[src/rtl/demux_sched_pkg.sv]
// Shared types and constants for the demux lane scheduler.
// Lane select type, lane count, FSM states and destination modes.
package demux_sched_pkg;

  typedef logic [1:0] lane_sel_t;

  localparam int LANES = 4;

  typedef enum logic {
    IDLE = 1'b0,
    HOLD = 1'b1
  } sched_state_t;

  localparam logic MODE_RR   = 1'b0;
  localparam logic MODE_ADDR = 1'b1;

endpackage

[src/rtl/rr_lane_picker.sv]
// Round-robin lane picker: first set bit of mask_i scanning from start_i.
// Ports: mask_i/start_i in; pick_o (start_i if none ready), any_o out.
module rr_lane_picker
  import demux_sched_pkg::*;
(
  input  logic [3:0] mask_i,
  input  lane_sel_t  start_i,
  output lane_sel_t  pick_o,
  output logic       any_o
);

  // Scan downward so the lowest offset from start_i wins.
  always_comb begin
    pick_o = start_i;
    for (int i = LANES - 1; i >= 0; i--) begin
      if (mask_i[2'(start_i + 2'(i))]) begin
        pick_o = 2'(start_i + 2'(i));
      end
    end
  end

  assign any_o = |mask_i;

endmodule

[src/rtl/demux_lane_scheduler.sv]
// Sequencer for a 1-to-4 demux: holds one word, steers it to a lane.
// Ports: IN_* upstream handshake, OUT_* per-lane, SELECT/DEMUX_DATA/BUSY.
module demux_lane_scheduler
  import demux_sched_pkg::*;
#(
  parameter int BITS    = 4,
  parameter int TIMEOUT = 8,
  parameter int CNT_W   = 4
) (
  input  logic            CLK,
  input  logic            RESET,
  input  logic            IN_VALID,
  output logic            IN_READY,
  input  logic [BITS-1:0] IN_DATA,
  input  logic [1:0]      IN_DEST,
  input  logic            MODE,
  input  logic [3:0]      OUT_READY,
  output logic [3:0]      OUT_VALID,
  output logic [1:0]      SELECT,
  output logic [BITS-1:0] DEMUX_DATA,
  output logic            BUSY
);

  sched_state_t    state_q, state_d;
  lane_sel_t       ptr_q, ptr_d;
  lane_sel_t       sel_q, sel_d;
  logic [BITS-1:0] data_q, data_d;
  logic [CNT_W-1:0] stall_q, stall_d;
  logic            mode_q, mode_d;
  logic [3:0]      ov_q, ov_d;

  logic      hold;
  logic      lane_rdy;
  logic      xfer;
  logic      cap;
  logic      stall_max;
  logic      resteer;
  lane_sel_t ptr_nx;
  lane_sel_t sel_inc;
  lane_sel_t cap_pick;
  lane_sel_t cap_lane;
  logic      cap_any;
  logic [3:0] other_mask;
  lane_sel_t rs_pick;
  logic      rs_any;

  assign hold     = (state_q == HOLD);
  assign lane_rdy = OUT_READY[sel_q];
  assign xfer     = hold & lane_rdy;

  assign IN_READY = ~RESET & (hold ? lane_rdy : 1'b1);
  assign cap      = IN_VALID & IN_READY;

  // A same-cycle transfer advances the pointer before the new scan.
  assign sel_inc = sel_q + 2'd1;
  assign ptr_nx  = xfer ? sel_inc : ptr_q;

  rr_lane_picker u_cap_pick (
    .mask_i  (OUT_READY),
    .start_i (ptr_nx),
    .pick_o  (cap_pick),
    .any_o   (cap_any)
  );

  assign cap_lane = cap_any ? cap_pick : ptr_nx;

  // Re-steer only considers lanes other than the stalled one.
  assign other_mask = OUT_READY & ~(4'b0001 << sel_q);

  rr_lane_picker u_rs_pick (
    .mask_i  (other_mask),
    .start_i (sel_inc),
    .pick_o  (rs_pick),
    .any_o   (rs_any)
  );

  assign stall_max = (stall_q == CNT_W'(TIMEOUT));
  assign resteer   = hold & ~xfer & (mode_q == MODE_RR)
                   & stall_max & rs_any;

  always_comb begin
    state_d = state_q;
    sel_d   = sel_q;
    data_d  = data_q;
    stall_d = stall_q;
    mode_d  = mode_q;
    ptr_d   = ptr_nx;
    if (cap) begin
      state_d = HOLD;
      data_d  = IN_DATA;
      mode_d  = MODE;
      sel_d   = (MODE == MODE_ADDR) ? IN_DEST : cap_lane;
      stall_d = '0;
    end else if (xfer) begin
      state_d = IDLE;
      stall_d = '0;
    end else if (resteer) begin
      sel_d   = rs_pick;
      stall_d = '0;
    end else if (hold && !stall_max) begin
      stall_d = stall_q + 1'b1;
    end
    ov_d = (state_d == HOLD) ? (4'b0001 << sel_d) : 4'b0000;
  end

  always_ff @(posedge CLK or posedge RESET) begin
    if (RESET) begin
      state_q <= IDLE;
      ptr_q   <= '0;
      sel_q   <= '0;
      data_q  <= '0;
      stall_q <= '0;
      mode_q  <= MODE_RR;
      ov_q    <= '0;
    end else begin
      state_q <= state_d;
      ptr_q   <= ptr_d;
      sel_q   <= sel_d;
      data_q  <= data_d;
      stall_q <= stall_d;
      mode_q  <= mode_d;
      ov_q    <= ov_d;
    end
  end

  assign OUT_VALID  = ov_q;
  assign SELECT     = sel_q;
  assign DEMUX_DATA = data_q;
  assign BUSY       = hold;

endmodule

[config.mk]
export PLATFORM = sky130hd
export DESIGN_NAME = demux_lane_scheduler
export DESIGN_NICKNAME = d
export VERILOG_FILES = /design/src/rtl/demux_sched_pkg.sv /design/src/rtl/rr_lane_picker.sv /design/src/rtl/demux_lane_scheduler.sv
export SDC_FILE = /design/constraint.sdc
export NUM_CORES = 1
export LEC_CHECK = 0
export CELL_PAD_IN_SITES_DETAIL_PLACEMENT = 1
export CELL_PAD_IN_SITES_GLOBAL_PLACEMENT = 1
export CORE_MARGIN = 2
export CORE_UTILIZATION = 37
export DETAILED_ROUTE_END_ITERATION = 7
export PLACE_DENSITY = 0.85
export SLEW_MARGIN = 5
export SYNTH_ARGS = -nofsm -noshare
export SYNTH_HDL_FRONTEND = slang
export SYNTH_SLANG_ARGS = --single-unit
[constraint.sdc]
create_clock -name CLK -period 2.7 [get_ports CLK]
set_clock_uncertainty 0.1 [all_clocks]
set_input_delay 0.405 -clock CLK [delete_from_list [all_inputs] [get_ports CLK]]
set_output_delay 0.405 -clock CLK [all_outputs]
set_load 0.1 [all_outputs]
# --- Word-level counts from Yosys, hierarchy flattened ---
# Index checks and enable logic that the tools add are counted.
word_totals:
  out_inout_bits: 12
  romBits: 0
  latchBits: 0
  input_bits: 14
  n_memories: 0
  ramBits: 0
  ff_bits: 18
op_classes:
  n_eq_ne: 1
  magnitude_cmp: 9
  mul: 0
  bitwise_logic: 12
  n_reduce_logical: 5
  n_addsub: 8
  shifts: 2
  div: 0
  muxes: 40
op_table:
  columns: ["op", "count"]
  rows:
  - ["two-way mux 2 bit", 14]
  - ["< comparator 2 x 3 -> 1 bit (second input constant)", 9]
  - ["two-way mux 4 bit", 5]
  - ["binary-select mux 1 bit (select 2 bit)", 9]
  - ["two-way mux 1 bit", 12]
  - ["adder 2 bit (second input constant)", 4]
  - ["OR reduction 4 bit", 2]
  - ["left shift 1 x 2 -> 4 bit (first input constant)", 2]
  - ["AND 1 bit", 7]
  - ["adder 2 x 1 -> 2 bit (second input constant)", 3]
  - ["adder 4 x 1 -> 4 bit (second input constant)", 1]
  - ["AND 4 bit", 1]
  - ["equality test 4 bit (second input constant)", 1]
  - ["inverter 4 bit", 1]
  - ["nonzero test 4 bit", 1]
  - ["inverter 1 bit", 3]
  - ["logical AND 1 bit", 1]
  - ["zero test 1 bit", 1]

# --- Depth between registers and ports, before layout ---
depth:
  ltp_word: 16
  ltp_mapped: 11
  ltp_nobuf: 9

# --- By module ---
# From an unflattened synthesis, not the netlist that was laid out.
hier_totals:
  cells_unflattened: 126
  area_unflattened_um2: 1234.9
by_module_without_submodules:
  columns: ["module", "area_each_um2", "cells_each", "seq_area_each_um2", "instances"]
  rows:
  - ["demux_lane_scheduler", 1034.7, 94, 450.4, 1]
  - ["rr_lane_picker", 100.1, 16, 0.0, 2]

# --- Least setup slack after synthesis ---
# Ideal clock, no wire load.
synth_timing:
  path_kind: "flip-flop to output port"
  start: "register sel_q[0], in the netlist SELECT[0]"
  end: "output IN_READY"
  path_stages_with_launch: 5
  setup_slack_ns: -0.661
  t_arrival_ns: 2.856
  path_cell_list: "dfrtp_1 > buf_4 > mux2i_1 > a22o_1 > nor2_1"
synth_between:
  elab_chain_cells: 4
synth_rtl:
  columns: ["element", "line", "text"]
  rows:
  - ["start, declared", "demux_lane_scheduler.sv:26", "lane_sel_t sel_q, sel_d;"]
  - ["start signal, assigned", "demux_lane_scheduler.sv:118", "sel_q <= sel_d;"]
  - ["binary-select mux 1 bit (select 2 bit)", "demux_lane_scheduler.sv:48", "assign lane_rdy = OUT_READY[sel_q];"]
  - ["two-way mux 1 bit (implied by the code)", "demux_lane_scheduler.sv:48", null]
  - ["two-way mux 1 bit", "demux_lane_scheduler.sv:51", "assign IN_READY = ~RESET & (hold ? lane_rdy : 1'b1);"]
  - ["AND 1 bit", "demux_lane_scheduler.sv:51", null]
  - ["end, declared", "demux_lane_scheduler.sv:13", "output logic IN_READY,"]
# No other way between the ends. The select of a mux whose other input is x is not followed.

# --- Worst setup path in the final report ---
layout_timing:
  start: "register sel_q[0], in the netlist SELECT[0]"
  end: "register ov_q[1], in the netlist OUT_VALID[1]"
layout_between:
  elab_chain_cells: 16
  word_cells_on_any_way: 56
layout_rtl:
  columns: ["element", "line", "text"]
  rows:
  - ["binary-select mux 1 bit (select 2 bit)", "demux_lane_scheduler.sv:48", null]
  - ["two-way mux 1 bit (implied by the code)", "demux_lane_scheduler.sv:48", null]
  - ["AND 1 bit", "demux_lane_scheduler.sv:49", "assign xfer = hold & lane_rdy;"]
  - ["two-way mux 2 bit", "demux_lane_scheduler.sv:56", "assign ptr_nx = xfer ? sel_inc : ptr_q;"]
  - ["adder 2 bit", "rr_lane_picker.sv:16, rr_lane_picker.sv:17", null]
  - ["binary-select mux 1 bit (select 2 bit)", "rr_lane_picker.sv:16", "if (mask_i[2'(start_i + 2'(i))]) begin"]
  - ["two-way mux 1 bit (implied by the code)", "rr_lane_picker.sv:16", null]
  - ["two-way mux 2 bit (4 in a row)", "rr_lane_picker.sv:16", null]
  - ["two-way mux 2 bit", "demux_lane_scheduler.sv:65", "assign cap_lane = cap_any ? cap_pick : ptr_nx;"]
  - ["two-way mux 2 bit", "demux_lane_scheduler.sv:92", "sel_d = (MODE == MODE_ADDR) ? IN_DEST : cap_lane;"]
  - ["two-way mux 2 bit *", "demux_lane_scheduler.sv:88", "if (cap) begin"]
  - ["net sel_d[1]", "demux_lane_scheduler.sv:26", null]
  - ["left shift 1 x 2 -> 4 bit *", "demux_lane_scheduler.sv:103", "ov_d = (state_d == HOLD) ? (4'b0001 << sel_d) : 4'b0000;"]
  - ["two-way mux 4 bit *", "demux_lane_scheduler.sv:103", null]
  - ["net ov_d[1]", "demux_lane_scheduler.sv:30", "logic [3:0] ov_q, ov_d;"]
  - ["end signal, assigned", "demux_lane_scheduler.sv:122", "ov_q <= ov_d;"]
  - ["end, declared", "demux_lane_scheduler.sv:30", null]
# The timed path passes the listed nets; every way through them passes the cells marked *. The select of a mux whose other input is x is not followed.
# A chain may end at the register's enable or synchronous reset.

==> metrics.yaml <==
clocking:
  cts_made_buffers: 3
  cts_tree: "yes"
  path_clk_slew_ns: 0.10
  clock_latency_ns: 0.29
  numClockSinks: 18
  cts_root_buffer: "clkbuf_4"
  htree_levels: 1
  cts_hold_buf: 0
  clk_path_buf_depth: 2
sta:
  period_share_pct: 93.94
  whs_ns: 0.4069
  worst_slew_pin_slew_ns: 0.4952
  slew_headroom_pct: 66.98
  setup_viol: 0
  clock.fmax_mhz: 394.2
  min_period_ns: 2.537
  finalHoldViolations: 0
  grt_setup_unrepaired: "false"
  slew_viol_final: 0
power_and_ir_drop:
  powerDensity_nw_per_um2: 1200
  total_power_mw: 2.064
  ir_worst_vdd_uv: 640.2
  p_leak_nw: 0.8153
worst_hold_path:
  min_path_type: "in -> async"
global_routing:
  grt_remaining_overflow: 0
  grt_max_degree: 19
  grt_first_pass_wirelength_um: 6693
  track_usage_pct: 21.56
  antenna_found_initial: 0
  grt_pass1_vias: 1369
flow_run:
  max-cap-violations: 0
floorplan:
  core_area_um2: 3284
  ios: 26
  die_h_um: 62.24
  die-area_um2: 3874
  start_util_pct: 38.21
  die_w_um: 62.24
  placementRows: 21
routing:
  antenna_left: 0
  route.detailed.drc: 0
  dr.first_iter.drc_count: 53
  wl_per_cell_um: 16.93
  drt-pass1-iter-count: 4
  vias: 1262
  routed_via_density: 5.347
  wirelength_um: 3996
worst_setup_path:
  worst-r2r-cell-count: 8
  crit_required_ns: 2.82
  worstPathArrival_ns: 2.66
  start_kind: "register"
  end_kind: "register"
  r2r-end: "OUT_VALID[1]"
  r2r-start: "SELECT[0]"
  crit_type: "reg -> reg"
  path_max_fanout: 8
  r2r_slack_ns: 0.16
final_layout:
  seq_area_um2: 455.4
  area_delta_synth_final_pct: 37.09
  fill_cells: 411
  n_antenna_cell: 0
  multiInputGateArea_um2: 758.2
  drive_above_1_share_pct: 23.68
  num-nets-final: 211
logic_synthesis:
  postSynth.asyncResetShare_pct: 100.0
  ys_ff_latch: 18
  synthCells: 148
  synth_edf_count: 0
  yosysSeqAreaShare_pct: 35.89
  post_synth.cell_area_avg_um2: 8.479
  ys_warn_count: 0
  yosysUniqueCellTypes: 46
  netlist_area_um2: 1255
  synth_flop_cell: "dfrtp_1"
  synth_fp_nets: 168
placement:
  io_buffers: 25
  gp_congestion: 0.8777
  hpwl_um: 3314
run_status:
  status: "completed"
per-stage QoR:
stage	instances	utilization, %	setup WS [ns]	cell area (um^2)	TNS (ns)
CTS	236	51.85	0.01911	1703	0
finish	236	52.38	0.1635	1720	0
floorplan	148	-	0.02859	1264	0
global route	236	52.38	0.008476	1720	0
detailed placement	232	50.74	-0.2138	1667	-0.7814
global placement	232	50.74	-0.1448	1667	-0.4446
worst max path at each step:
stage | from | end | slack (ns) | depth (start not counted)
2_1_floorplan | BUSY | IN_READY | 0.03 | 3
5_1_grt | SELECT[0] | OUT_VALID[1] | 0.008 | 8
3_3_place_gp | OUT_READY[1] | OUT_VALID[1] | -0.14 | 8
4_1_cts | SELECT[1] | OUT_VALID[1] | 0.02 | 9
3_5_place_dp | OUT_READY[1] | OUT_VALID[1] | -0.21 | 8
6_report | SELECT[0] | OUT_VALID[1] | 0.16 | 8
sequential cells by signal (all words and copies together) (netlist names):
signal      flops
DEMUX_DATA      4
OUT_VALID       4
stall_q         4
SELECT          2
ptr_q           2
BUSY            1
mode_q          1
area by class of cell:
type	instances	area share, %
well taps	46	3.345
multi-input cells	114	44.07
repair buffers	44	21.82
inverters	10	2.182
clock buffers	4	2.109
flip-flops and latches	18	26.47
worst max-delay path, stage by stage (launching register included):
cell and delay (ns):
dfrtp_4 0.54, buf_4 0.19, mux2i_1 0.23, o22a_2 0.26, mux2_1 0.34, a2111o_1 0.41, o311a_1 0.15, nand2b_4 0.16
nor2b_2 0.09
cells by family after synthesis:
family	share of synthesized area [%]
simple gates	24.13
xor+xnor	2.094
mux	5.284
compound gates	21.34
flops	35.89
buf+inv	5.285
fa+ha+maj	5.982
routing by layer:
layer | track usage, % | routed length (um)
met5 | 0 | 0
met3 | 3.261 | 122
met2 | 40.08 | 2119
met4 | 4.444 | 30
met1 | 26.39 | 1723
cells in the final DEF (no fill, tap or decap), drive strengths merged, types with 2 or more instances in the layout:
cell | synthesis | final
nor2 | 14 | 14
a311oi | 2 | 2
nor2b | 5 | 5
o21ai | 7 | 7
nand3 | 4 | 4
inv | 10 | 10
o31ai | 2 | 2
a21oi | 8 | 8
o41ai | 2 | 2
dfrtp | 18 | 18
and2 | 2 | 2
clkdlybuf4s50 | 0 | 13
mux2 | 2 | 2
mux2i | 4 | 4
clkbuf | 3 | 4
xor2 | 2 | 2
nand2b | 9 | 9
buf | 3 | 31
nor3 | 3 | 3
nand2 | 21 | 21
ha | 6 | 6
Yosys cell counts, drive strengths merged (2+ instances only):
cell,instances,share of area [%]
mux2i,4,3.2
nand3,4,1.6
buf,3,1.4
clkbuf,3,0.90
a311oi,2,1.4
dfrtp,18,36
nor2,14,4.2
nor2b,5,2.7
mux2,2,2.1
o21ai,7,2.8
o41ai,2,1.4
o31ai,2,1.2
a21oi,8,3.2
ha,6,6.0
inv,10,3.0
and2,2,1.0
xor2,2,1.4
nor3,3,1.2
nand2,21,6.3
nand2b,9,5.1
repair_timing:
action	CTS	global route
setup buffers	0	0
setup endpoints to repair	0	4
resized for setup	0	5
power breakdown:
group          switching, mW  internal, mW
Clock                 0.0790        0.0821
Sequential             0.110         0.371
Combinational          0.957         0.464
Total                   1.15         0.918
(Power assumes the default switching activity.)
